===== src/rtl/cont_monitor.sv =====
// Reference-model checker for a cont2-style counter: predicts Q/RCO from enb/modo/D
// and flags, counts and optionally halts on any disagreement with the real counter.
//
// state  | meaning
// UNSYNC | counter Q unknown; wait for a load to align the model
// CHECK  | model aligned; compare Q/RCO every cycle
// HALT   | stopped after a mismatch (STOP_ON_ERR=1); a load re-syncs
module cont_monitor #(
    parameter int WIDTH       = 4,
    parameter int CNT_W       = 8,
    parameter int STEP_DN3    = 3,
    parameter int STOP_ON_ERR = 0
) (
    input  logic             clk,
    input  logic             reset,
    input  logic             enb,
    input  logic [1:0]       modo,
    input  logic [WIDTH-1:0] D,
    input  logic [WIDTH-1:0] Q,
    input  logic             RCO,
    output logic             synced,
    output logic             err,
    output logic             err_q,
    output logic             err_rco,
    output logic [CNT_W-1:0] err_cnt,
    output logic [CNT_W-1:0] chk_cnt,
    output logic [1:0]       state
);

    typedef enum logic [1:0] {
        S_UNSYNC = 2'b00,
        S_CHECK  = 2'b01,
        S_HALT   = 2'b10
    } state_t;

    localparam logic [WIDTH-1:0] STEP = WIDTH'(STEP_DN3);
    localparam logic             STOP = (STOP_ON_ERR != 0);

    state_t           cur_state, nxt_state;
    logic [WIDTH-1:0] q_exp, q_nxt;
    logic             rco_exp, rco_nxt;
    logic             load, cmp, mq, mr, miss;

    assign load = enb && (modo == 2'b11);
    assign cmp  = (cur_state == S_CHECK);
    // Case-inequality so an undriven or X counter output is never taken as a match.
    assign mq   = cmp && (Q !== q_exp);
    assign mr   = cmp && (RCO !== rco_exp);
    assign miss = mq || mr;

    always_comb begin
        q_nxt   = q_exp;
        rco_nxt = rco_exp;
        if (enb) begin
            case (modo)
                2'b00: begin
                    q_nxt   = q_exp + WIDTH'(1);
                    rco_nxt = &q_exp;
                end
                2'b01: begin
                    q_nxt   = q_exp - WIDTH'(1);
                    rco_nxt = (q_exp == '0);
                end
                2'b10: begin
                    q_nxt   = q_exp - STEP;
                    rco_nxt = (q_exp < STEP);
                end
                default: begin
                    q_nxt   = D;
                    rco_nxt = 1'b0;
                end
            endcase
        end
    end

    always_comb begin
        nxt_state = cur_state;
        case (cur_state)
            S_UNSYNC: if (load) nxt_state = S_CHECK;
            S_CHECK:  if (STOP && miss) nxt_state = S_HALT;
            S_HALT:   if (load) nxt_state = S_CHECK;
            default:  nxt_state = S_UNSYNC;
        endcase
    end

    always_ff @(posedge clk) begin
        if (reset) begin
            cur_state <= S_UNSYNC;
            q_exp     <= '0;
            rco_exp   <= 1'b0;
            err       <= 1'b0;
            err_q     <= 1'b0;
            err_rco   <= 1'b0;
            err_cnt   <= '0;
            chk_cnt   <= '0;
        end else begin
            cur_state <= nxt_state;
            q_exp     <= q_nxt;
            rco_exp   <= rco_nxt;
            err       <= miss;
            if (cmp) begin
                err_q   <= err_q | mq;
                err_rco <= err_rco | mr;
                if (miss && (err_cnt != '1))
                    err_cnt <= err_cnt + CNT_W'(1);
                if (chk_cnt != '1)
                    chk_cnt <= chk_cnt + CNT_W'(1);
            end
        end
    end

    assign synced = (cur_state == S_CHECK) || (cur_state == S_HALT);
    assign state  = cur_state;

endmodule


===== config.mk =====
export PLATFORM = sky130hd
export DESIGN_NAME = cont_monitor
export DESIGN_NICKNAME = d
export VERILOG_FILES = /design/src/rtl/cont_monitor.sv
export SDC_FILE = /design/constraint.sdc
export NUM_CORES = 1
export LEC_CHECK = 0
export BUFFER_PORTS_ARGS = -buffer_cell sky130_fd_sc_hd__buf_2
export CORE_UTILIZATION = 56
export DETAILED_ROUTE_END_ITERATION = 12
export PLACE_DENSITY = 0.84
export RECOVER_POWER = 50
export SLEW_MARGIN = 20
export SYNTH_ARGS = -nofsm -noshare
export SYNTH_HDL_FRONTEND = slang
export SYNTH_SLANG_ARGS = --single-unit

===== constraint.sdc =====
create_clock -name clk -period 2.8 [get_ports clk]
set_input_delay 0.28 -clock clk [delete_from_list [all_inputs] [get_ports clk]]
set_output_delay 0.28 -clock clk [all_outputs]
set_load 0.05 [all_outputs]

==> summary.txt <==
Placement
  – Post-Place Worst Slack: 792 ps
  – Detailed Place HPWL: 2.14 mm
  – Routability congestion estimate: 0.856
  – I/O Buffers: 34

Setup path
  – Worst EP required: 3030 ps
  – Worst-path cell with the longest stage delay: dfxtp_1
  – Top delay family on crit path: simple AND/OR/NAND/NOR gates
  – Crit-path cells: xor2_1 > nor4_4 > a211oi_2 > and3_4 > mux2_4
  – Critical Path Fanout Max: 6
  – CP Class: register to register
  – Crit path buf inv count: 0
  – WP data arrival: 2080 ps
  – Worst Setup End Kind: register
  – Slowest stage delay, CP: 510 ps
  – Critical Path Source Type: register

Finish
  – Ant. Diodes: 0
  – Synth-to-layout area growth: 11.6%
  – Fin nets: 209
  – Layout cells sized above 1: 12.8%

STA
  – Final Cycle Share: 65.9%
  – Final Critical Period: 1850 ps
  – Clock Skew: 7.47 ps
  – Relative slew slack: 60.3%
  – Final Setup Violations: 0
  – Worst slew pin tran: 598 ps
  – RSZ-0062 raised after global routing: false
  – Fin worst setup slack: 954 ps
  – Max frequency: 542 MHz
  – Hold Fails Final Rpt: 0
  – Fin Setup TNS: 0 ps
  – Slew Viols, Final: 0

CTS
  – Hold-fix buffers at CTS: 0
  – TritonCTS clock tree: built
  – Cts repair resizes: 0
  – Htree depth: 1
  – Root buf cell: clkbuf_4
  – Worst-path clk slew: 140 ps
  – CTS buffer count: 3
  – Clock tree buffer depth: 2
  – Later-pin clock latency in the skew report: 320 ps
  – Clock sink count: 25
  – Post-CTS setup buffer count: 0

Yosys
  – Ranking of synthesized cells by area: dfxtp_1 (36%), nor2_1 (5.7%), xor2_1 (5.7%)
  – Net Count, Synth: 179
  – Synth top area share: 35.9%
  – Mapped Cells: 158
  – Synth warn: 0
  – Syn avg cell area: 8.82 um2
  – Distinct cells, synth: 41
  – Seq/Total Area, Yosys: 35.9%
  – Synth area leader: dfxtp_1
  – Post-synth ARST share: 0%
  – Cell area after synthesis: 0.00139 mm2
  – EDFF count, synth: 0
  – Dominant synthesized flop cell: dfxtp_1
  – Seq cells post-synth: 25

Die
  – # IOs: 36
  – Starting density of the core: 61.2%
  – Core Area: 0.00228 mm2
  – Die footprint: 0.00269 mm2
  – Overall die width: 51.9 um
  – Standard-cell row count: 17
  – Chip height: 51.9 um

Global route
  – First-pass GRT wire length: 4.86 mm
  – Initial antenna violation count: 0
  – GR Overflow Total: 0
  – Total GRT Usage: 24.0%
  – Pin count of the biggest net entering global routing: 28
  – Vias in the first global route: 1157

Routing
  – Drt drc: 0
  – Total wire length: 2.89 mm
  – WL/cell: 13.4 um
  – TritonRoute pass-1 iters: 4
  – Via/cell ratio: 5.76
  – Via count: 1239
  – ANT nets after route: 0
  – Initial DRC Count: 25

Outcome
  – Status: complete, no violations

Flow run
  – Max-cap violation count: 0

Power
  – PwrDens: 439 mW/mm2
  – Leak: 0.000614 uW
  – VDD IR-drop max: 0.475 mV

Worst hold path
  – Worst hold path class: input pin to register
==> registers in the layout, indices dropped and copies added (netlist names) <==
register  flops
chk_cnt       8
err           1
err_cnt       8
err_q         1
err_rco       1
q_exp         4
rco_exp       1
state         1
==> final timing paths <==
kind	depth (start not counted)	slack, ps	to	from
worst min register to register	2	460	err_q	err_q
worst max-delay path	5	950	err_cnt[5]	q_exp[3]
worst max register to register	5	950	err_cnt[5]	q_exp[3]
worst min-delay path	3	320	q_exp[2]	enb
==> metrics by stage <==
stage	instance area (um2)	std cells	utilization [%]	hold WS (ps)	power (uW)
4_1_cts	1580	215	69.3	309	690
5_1_grt	1560	215	68.3	320	719
2_1_floorplan	1390	158	-	484	496
6_report	1560	215	68.3	317	683
3_3_place_gp	1550	211	68.1	434	519
3_5_place_dp	1550	211	68.1	436	528
==> layer usage <==
metal	GRT usage, %	vias to the layer above	wire length [um]
li1	-	613	-
met1	28.9	590	1290
met2	42.5	32	1450
met3	5.26	4	113
met4	6.31	0	29
met5	0	-	0
==> kinds of logic after synthesis <==
kind of cell / share of synthesized area (%)
AO/OA/AOI/OAI: 16.0
XOR/XNOR: 10.7
adder cells (fa/ha/maj): 6.82
buffers and inverters: 5.12
flip-flops: 35.9
multiplexers: 4.76
other: 0.269
AND/OR/NAND/NOR: 20.5
==> cell type report <==
cell class	instances	area (um2)
multi-input combinational	118	822
fill	206	721
sequential	25	500
timing repair buffer	34	148
tap	28	35.0
clock buffer	3	22.5
inverter	6	22.5
clock inverter	1	5.00
==> placed cells by master, fill, tap and decap left out, types with 4 or more instances in the layout <==
master and n:
xor2_1 9, clkbuf_1 18, buf_2 16, dfxtp_1 25, xnor2_1 8, mux2i_1 4, a211oi_1 5, nor2_1 21
a21oi_1 10, nand3_1 7, inv_1 6, nand2_1 7, ha_1 6
==> power breakdown <==
part | switching [uW] | internal, uW
registers | 19.7 | 368
clock network | 109 | 53.5
logic | 85.1 | 47.6
==> synth_stat cells, types with 4 or more instances <==
master and n:
xnor2_1 8, xor2_1 9, nand3_1 7, a211oi_1 5, inv_1 6, nand2_1 7
mux2i_1 4, a21oi_1 10, ha_1 6, dfxtp_1 25, nor2_1 21, clkbuf_1 5
==> worst register-to-register path: stages (launching register included) <==
cell	delay [ps]
dfxtp_1	510
xor2_1	180
nor4_4	420
a211oi_2	160
and3_4	210
mux2_4	280
Power figures use the tool's default switching activity.
